### src/rtl/riscv_pkg.sv
// riscv_pkg: shared widths and index types for the integer register file
package riscv_pkg;
  localparam int XLEN = 32;
  localparam int NREG = 32;
  localparam int REG_IDX_W = 5;
  typedef logic [REG_IDX_W-1:0] reg_idx_t;
  typedef logic [XLEN-1:0] xword_t;
  localparam reg_idx_t REG_ZERO = 5'd0;
endpackage

### src/rtl/wb_regfile_if.sv
// wb_regfile_if: write-back, issue and ID read-port signals of the register file
interface wb_regfile_if;
  import riscv_pkg::*;
  logic wb_valid;
  logic wb_reg_write;
  reg_idx_t wb_rd;
  xword_t write_back_data;
  reg_idx_t rs1_addr;
  reg_idx_t rs2_addr;
  xword_t rs1_data;
  xword_t rs2_data;
  logic issue_en;
  reg_idx_t issue_rd;
  logic rs1_busy;
  logic rs2_busy;
  logic [63:0] retire_count;
  modport master (
    output wb_valid, wb_reg_write, wb_rd, write_back_data, rs1_addr, rs2_addr, issue_en, issue_rd,
    input rs1_data, rs2_data, rs1_busy, rs2_busy, retire_count
  );
  modport slave (
    input wb_valid, wb_reg_write, wb_rd, write_back_data, rs1_addr, rs2_addr, issue_en, issue_rd,
    output rs1_data, rs2_data, rs1_busy, rs2_busy, retire_count
  );
endinterface

### src/rtl/scoreboard.sv
// scoreboard: per-register busy bits, set at issue, cleared at write-back
module scoreboard
  import riscv_pkg::*;
(
  input  logic     clk,
  input  logic     rst,
  input  logic     we_i,
  input  reg_idx_t wb_rd_i,
  input  logic     issue_en_i,
  input  reg_idx_t issue_rd_i,
  input  reg_idx_t rs1_addr_i,
  input  reg_idx_t rs2_addr_i,
  output logic     rs1_busy_o,
  output logic     rs2_busy_o
);
  logic [NREG-1:0] busy_q, busy_d, set_mask, clr_mask;
  // set is applied after clear so a younger producer wins; x0 is never busy
  always_comb begin
    clr_mask = we_i ? NREG'(1) << wb_rd_i : '0;
    set_mask = (issue_en_i && issue_rd_i != REG_ZERO) ? NREG'(1) << issue_rd_i : '0;
    busy_d = ((busy_q & ~clr_mask) | set_mask) & ~NREG'(1);
  end
  // busy vector, dropped entirely on reset
  always_ff @(posedge clk) busy_q <= rst ? '0 : busy_d;
  // a result arriving this cycle is bypassed, so it masks its own busy bit
  always_comb begin
    rs1_busy_o = busy_q[rs1_addr_i] & ~(we_i && wb_rd_i == rs1_addr_i);
    rs2_busy_o = busy_q[rs2_addr_i] & ~(we_i && wb_rd_i == rs2_addr_i);
  end
endmodule

### src/rtl/wb_regfile.sv
// wb_regfile: architectural register file with write-through bypass, busy scoreboard and retire counter
module wb_regfile
  import riscv_pkg::*;
(
  input logic clk,
  input logic rst,
  wb_regfile_if.slave bus
);
  xword_t regs_q [NREG];
  logic [63:0] retire_q, retire_d;
  logic we;
  assign we = bus.wb_valid && bus.wb_reg_write && bus.wb_rd != REG_ZERO;
  // commit the write-back value; reset clears the whole array
  always_ff @(posedge clk) begin
    if (rst) regs_q <= '{default: '0};
    else if (we) regs_q[bus.wb_rd] <= bus.write_back_data;
  end
  // every retiring instruction counts, whether or not it writes rd
  always_comb retire_d = retire_q + {63'd0, bus.wb_valid};
  // retire counter, wraps naturally at 2^64
  always_ff @(posedge clk) retire_q <= rst ? '0 : retire_d;
  // read ports: x0 reads zero, a same-cycle write is bypassed, else the array
  always_comb begin
    bus.rs1_data = bus.rs1_addr == REG_ZERO ? '0 :
                   (we && bus.wb_rd == bus.rs1_addr) ? bus.write_back_data : regs_q[bus.rs1_addr];
    bus.rs2_data = bus.rs2_addr == REG_ZERO ? '0 :
                   (we && bus.wb_rd == bus.rs2_addr) ? bus.write_back_data : regs_q[bus.rs2_addr];
    bus.retire_count = retire_q;
  end
  scoreboard u_sb (
    .clk       (clk),
    .rst       (rst),
    .we_i      (we),
    .wb_rd_i   (bus.wb_rd),
    .issue_en_i(bus.issue_en),
    .issue_rd_i(bus.issue_rd),
    .rs1_addr_i(bus.rs1_addr),
    .rs2_addr_i(bus.rs2_addr),
    .rs1_busy_o(bus.rs1_busy),
    .rs2_busy_o(bus.rs2_busy)
  );
endmodule

### src/flat_wrapper.sv
// flat-port wrapper written by rule: the top's interface ports become plain ports
module wb_regfile_flat import riscv_pkg::*;
  (clk, rst, bus_wb_valid, bus_wb_reg_write, bus_wb_rd, bus_write_back_data, bus_rs1_addr, bus_rs2_addr, bus_issue_en, bus_issue_rd, bus_rs1_data, bus_rs2_data, bus_rs1_busy, bus_rs2_busy, bus_retire_count);
  wb_regfile_if bus_i ();
  input logic clk;
  input logic rst;
  input wire logic [$bits(bus_i.wb_valid)-1:0] bus_wb_valid;
  input wire logic [$bits(bus_i.wb_reg_write)-1:0] bus_wb_reg_write;
  input wire logic [$bits(bus_i.wb_rd)-1:0] bus_wb_rd;
  input wire logic [$bits(bus_i.write_back_data)-1:0] bus_write_back_data;
  input wire logic [$bits(bus_i.rs1_addr)-1:0] bus_rs1_addr;
  input wire logic [$bits(bus_i.rs2_addr)-1:0] bus_rs2_addr;
  input wire logic [$bits(bus_i.issue_en)-1:0] bus_issue_en;
  input wire logic [$bits(bus_i.issue_rd)-1:0] bus_issue_rd;
  output wire logic [$bits(bus_i.rs1_data)-1:0] bus_rs1_data;
  output wire logic [$bits(bus_i.rs2_data)-1:0] bus_rs2_data;
  output wire logic [$bits(bus_i.rs1_busy)-1:0] bus_rs1_busy;
  output wire logic [$bits(bus_i.rs2_busy)-1:0] bus_rs2_busy;
  output wire logic [$bits(bus_i.retire_count)-1:0] bus_retire_count;
  assign bus_i.wb_valid = bus_wb_valid;
  assign bus_i.wb_reg_write = bus_wb_reg_write;
  assign bus_i.wb_rd = bus_wb_rd;
  assign bus_i.write_back_data = bus_write_back_data;
  assign bus_i.rs1_addr = bus_rs1_addr;
  assign bus_i.rs2_addr = bus_rs2_addr;
  assign bus_i.issue_en = bus_issue_en;
  assign bus_i.issue_rd = bus_issue_rd;
  assign bus_rs1_data = bus_i.rs1_data;
  assign bus_rs2_data = bus_i.rs2_data;
  assign bus_rs1_busy = bus_i.rs1_busy;
  assign bus_rs2_busy = bus_i.rs2_busy;
  assign bus_retire_count = bus_i.retire_count;
  wb_regfile u_core (.clk(clk), .rst(rst), .bus(bus_i));
endmodule
### config.mk
export PLATFORM = sky130hd
export DESIGN_NAME = wb_regfile_flat
export DESIGN_NICKNAME = d
export VERILOG_FILES = /design/src/rtl/riscv_pkg.sv /design/src/rtl/wb_regfile_if.sv /design/src/rtl/scoreboard.sv /design/src/rtl/wb_regfile.sv /design/src/flat_wrapper.sv
export SDC_FILE = /design/constraint.sdc
export NUM_CORES = 2
export LEC_CHECK = 0
export CAP_MARGIN = 10
export CELL_PAD_IN_SITES_DETAIL_PLACEMENT = 1
export CELL_PAD_IN_SITES_GLOBAL_PLACEMENT = 1
export CORE_MARGIN = 2
export CORE_UTILIZATION = 25
export CTS_CLUSTER_DIAMETER = 30
export DETAILED_ROUTE_END_ITERATION = 12
export GPL_TIMING_DRIVEN = 0
export PLACE_DENSITY = 0.5
export SYNTH_ARGS = -nofsm -noshare
export SYNTH_HDL_FRONTEND = slang
export SYNTH_SLANG_ARGS = --single-unit
### constraint.sdc
create_clock -name clk -period 3.4 [get_ports clk]
set_input_delay 0.68 -clock clk [delete_from_list [all_inputs] [get_ports clk]]
set_output_delay 0.68 -clock clk [all_outputs]
set_load 0.005 [all_outputs]
==> Yosys cells after proc, flatten, opt, wreduce, memory -nomap -nowiden <==
Cells that the tools add are included.
{ "classes": {"shifts": 2, "add_sub_neg": 1, "eq_ne": 2, "n_mux": 19, "n_reduce_logical": 10, "order_cmp": 6, "bitwise": 10} }
{ "op_table": {"columns": ["operator", "n"], "rows": [
  ["$bwmux W1024", 1],
  ["$mux W32", 11],
  ["$bmux W32 S5", 2],
  ["$demux W32 S5", 1],
  ["$add A64 B1 Y64", 1],
  ["$shl A1 B5 Y32 const A", 2],
  ["$and A32 B32 Y32", 1],
  ["$not A32 Y32", 1],
  ["$or A32 B32 Y32", 1],
  ["$ge A6 B6 Y1 const B", 3],
  ["$not A5 Y6", 3],
  ["$lt A5 B6 Y1 const B", 2],
  ["$bmux W1 S5", 2],
  ["$eq A5 B5 Y1", 2],
  ["$logic_not A5 Y1", 2],
  ["$reduce_bool A5 Y1", 2],
  ["$logic_and A1 B1 Y1", 6],
  ["$lt A6 B1 Y1 const B", 1],
  ["$and A1 B1 Y1", 2],
  ["$mux W1", 2],
  ["$not A1 Y1", 2]
]} }
{ "totals": {"regBits": 1119, "output_inout_bits": 130, "wordCells": 84} }

==> Logic depth before layout (Yosys ltp) <==
{ "depth": {"word_depth": 6, "ltp_mapped": 9, "ltp_nobuf": 6} }

==> Hierarchy <==
A second synthesis with hierarchy kept.
{ "hier_totals": {"cells_unflattened": 6481, "hier_area_um2": 57480.1} }
{ "by_module_without_submodules": {"columns": ["mod", "instances", "cells_each", "area_each_um2"], "rows": [
  ["wb_regfile", 1, 6249, 55453.2],
  ["scoreboard", 1, 232, 2026.9]
]} }

==> Least setup slack after synthesis <==
Ideal clock, no wire load.
{ "synth_timing": {"path_type": "in2out", "from": "input port bus_rs2_addr[0]", "to": "output port bus_rs2_data[17]", "stages": 7, "n_path_buf": 3, "setup_slack_ns": 0.372, "arrival_time_ns": 2.348, "path_cell_list": "buf_4 -> buf_6 -> buf_2 -> mux4_2 -> o21ai_0 -> nand2_1 -> o32a_1"} }
{ "synth_between": {"elab_chain_cells": 6, "elab_cells_between_ends": 9, "cone_classes": "1 x eq/ne; 5 x mux; 1 x bitwise; 2 x reduce/logical"} }
{ "synth_lines": {"columns": ["item", "line", "text"], "rows": [
  ["start: declaration", "flat_wrapper.sv:12", "input wire logic [$bits(bus_i.rs2_addr)-1:0] bus_rs2_addr;"],
  ["$not A5 Y6 (not written as such)", "wb_regfile.sv:27", "(we && bus.wb_rd == bus.rs2_addr) ? bus.write_back_data : regs_q[bus.rs2_addr];"],
  ["$bmux W32 S5", "wb_regfile.sv:27", null],
  ["$mux W32 (not written as such) (2 in a row)", "wb_regfile.sv:27", null],
  ["$mux W32", "wb_regfile.sv:27", null],
  ["$mux W32 *", "wb_regfile.sv:26", "bus.rs2_data = bus.rs2_addr == REG_ZERO ? '0 :"],
  ["end: declaration", "flat_wrapper.sv:16", "output wire logic [$bits(bus_i.rs2_data)-1:0] bus_rs2_data;"]
]} }
Every way passes the cells marked *; elsewhere a longest branch is shown, timed or not. The select of a mux whose other input is x is not followed.

==> Worst setup path after layout <==
{ "layout_timing": {"from": "input port bus_rs2_addr[0]", "to": "output port bus_rs2_data[30]"} }
The elaborated chain is that of the path after synthesis.

==> impl_metrics.py <==
metrics = {
    "yosys": {
        "synth-seq-cells": 1119,
        "synth_xor_area_frac": 0.00671,
        "synthArstFlopShare": 0,
        "ys.flop_type": "dfxtp_1",
        "syn_area_per_cell_um2": 8.52,
        "yosys_warnings": 0,
        "synth_top_family_by_area": "multiplexers",
        "synth-adder-area-share": 0.000436,
        "synth-edff-count": 0,
        "synthMuxAreaShare": 0.214,
        "yosys.area_share.simple": 0.184,
        "syn_inst": 6739,
        "synth.distinct_cells": 74,
        "syn_nets": 6798,
        "synth_area_mm2": 0.0574,
        "synth_compound_area_frac": 0.152,
        "seq_area_frac_synth": 0.390,
    },
    "placed_design": {
        "port_buffers": 139,
        "dpl_cell_area_mm2": 0.0631,
        "dpl.hpwl_um": 317000,
        "gp_congestion": 1.08,
    },
    "global_route": {
        "grt_max_degree": 17,
        "grt_overflow": 0,
        "grt_pass1_wl_um": 578000,
        "grt_usage": 0.367,
        "grt_pass1_vias": 62700,
        "grt_antenna_before_repair": 29,
    },
    "cells_and_area": {
        "final_cell_mix": "nand2_1 (2120), dfxtp_1 (1057), a21oi_1 (1040)",
        "drive_gt1_frac": 0.282,
        "fillers": 25400,
        "fin_nets": 7746,
        "design_area_mm2": 0.0867,
        "layout_commonest_cell": "nand2_1",
        "syn_to_final_growth_pct": 51.1,
    },
    "clock_network": {
        "ctsHoldBuffers": 0,
        "h-tree-depth": 5,
        "cts_buffer_depth": 4,
        "insertion_delay_ns": 0.97,
        "root_buffer": "clkbuf_16",
        "clk_pin_slew_ns": 0.04,
        "cts_sinks": 1119,
        "cts_tree": "done",
        "cts_buffers": 380,
    },
    "critical_path": {
        "cp.required_ns": 2.72,
        "arrival_ns": 3.07,
        "path_cells": "buf_16 -> buf_16 -> buf_16 -> and2b_4 -> buf_4 -> buf_8 -> a22oi_1 -> a31oi_4 -> a41oi_4 -> clkbuf_2",
        "crit_top_cell": "buf_16",
        "cp-start-kind": "input pin",
        "endpoint_kind": "output port",
        "cpPeakStageDelay_ns": 0.53,
        "worst-path-buf-inv": 6,
        "path_delay_family": "buffers and inverters",
        "slowest_stage": "a41oi_4",
        "critPathMaxFanout": 10,
        "path_class": "input pin to output port",
    },
    "route": {
        "drc_errors": 0,
        "postRouteAntennaNets": 0,
        "wl_per_cell_um": 40.4,
        "first_iter_violations": 8218,
        "drtPass1Iterations": 6,
        "routed_wl_um": 444000,
        "vias": 64300,
        "viasPerCell": 5.84,
    },
    "timing": {
        "tightestPinTransition_ns": 1.46,
        "skew_ns": 0.0283,
        "max_slew_margin": 0.0235,
        "fin_crit_ns": 3.75,
        "drv_slew": 0,
        "rsz0062_at_grt": "yes",
        "hold_slack_ns": 0.185,
        "setup_viol": 64,
        "fin_crit_sh": 1.10,
        "fmax_ghz": 0.267,
        "hold_viol": 0,
        "fin_ws_ns": -0.351,
    },
    "power_and_ir_drop": {
        "power_density_mw_per_mm2": 607,
        "p_leak_nw": 30.3,
        "ir_drop_mv": 0.490,
    },
    "run": {
        "maxCapViolations": 0,
    },
    "status": {
        "violations": "negative setup slack",
        "status": "finished with violations",
    },
    "min_path": {
        "worst_hold_path_type": "input pin to register",
    },
    "floorplanning": {
        "fp.dieW_um": 483,
        "die_area_mm2": 0.234,
        "die_y_um": 483,
        "coreArea_mm2": 0.228,
        "ios": 187,
        "row_count": 175,
        "initial_core_util": 0.252,
    },
}
[final timing paths]
path | startpoint | endpoint | slack [ns] | depth (start not counted)
setup / recovery | bus_rs2_addr[0] | bus_rs2_data[30] | -0.35 | 10
hold / removal | bus_write_back_data[5] | u_core.regs_q[933] | 0.18 | 3
setup reg to reg | u_core.bus.retire_count[0] | u_core.bus.retire_count[42] | 0.85 | 7
hold reg to reg | u_core.regs_q[797] | u_core.regs_q[797] | 0.46 | 2
[metal layers]
| metal | track usage | vias up | share of wire |
|---|---|---|---|
| met5 | 0.000204 | - | 0.000029 |
| met4 | 0.306 | 2 | 0.095 |
| met3 | 0.115 | 1324 | 0.11 |
| met2 | 0.524 | 4126 | 0.41 |
| met1 | 0.449 | 33000 | 0.38 |
| li1 | - | 25800 | - |
[metrics by stage]
stage / TNS (ns) / std cells / setup WS (ns) / utilization / power, mW
2_1_floorplan: 0 / 6739 / 0.372 / - / 15.0
3_5_place_dp: -695.91 / 9912 / -3.79 / 0.277 / 17.3
6_report: -10.81 / 11000 / -0.351 / 0.381 / 52.7
5_1_grt: -8.45 / 11000 / -0.288 / 0.380 / 53.4
4_1_cts: -7.36 / 10900 / -0.272 / 0.375 / 52.2
3_3_place_gp: -902.12 / 9887 / -4.34 / 0.275 / 17.2
[Yosys cell counts (16+ instances only)]
cell         n  area (um^2)
a22oi_1    124          931
a221oi_1    48          420
a31oi_1     35          219
and3_1      21          131
clkbuf_1   484         1820
a41oi_1     25          219
clkbuf_2    26          130
dfxtp_1   1119        22400
nand4_1     24          150
mux2i_1    363         3630
nor2_1     165          619
mux4_2     370         8330
a22o_1      24          210
buf_2       99          495
nor3_1      46          230
nand3_1     52          260
mux2_2      29          327
nand2_1   2148         8060
nor2b_1     56          350
o21ai_0     78          390
o22ai_1     16          100
a21oi_1   1062         5320
xor2_1      38          333
buf_4       38          285
[layout make-up]
class                   instances  area [um^2]  area share
flip-flops and latches       1119        22500       0.259
well taps                    3009         3760      0.0434
inverters                      13         81.3    0.000938
multi-input cells            4932        35600       0.410
plain buffers                 660         5790      0.0668
clock buffers                 546        11100       0.128
repair buffers                581         6720      0.0775
clock inverters               116         1170      0.0135
diodes                         18         45.0    0.000519
[report_power, final]
part	switching [mW]	internal, mW	total, mW	leakage [nW]
logic	3.62	1.81	5.44	15.1
clock network	10.2	23.8	34.0	6.13
registers	0.0548	13.2	13.3	9.05
[sequential cells by signal (all words and copies together) (netlist names)]
| register | cells |
|---|---|
| u_core.regs_q | 1024 |
| u_core.bus.retire_count | 64 |
| u_core.u_sb.busy_q | 31 |
[logic make-up (layout without fill, tap and decap cells)]
group	count (synthesis)	count (layout)
simple gates	2608	2608
compound gates	1516	1516
flops	1119	1119
mux	762	762
buf+inv	688	1916
xor+xnor	44	44
fa+ha+maj	2	2
other cells	0	18
[tightest hold or removal path, stage by stage]
cell and delay, ns:
clkbuf_2 0.23, nand2_1 0.12, a21oi_1 0.06
[timing repair]
item	4_1_cts	5_1_grt
pin swaps	215	146
resized for setup	1752	179
cloned	14	3
setup endpoints to repair	116	65
buffers inserted	330	88
Power figures use the tool's default switching activity.
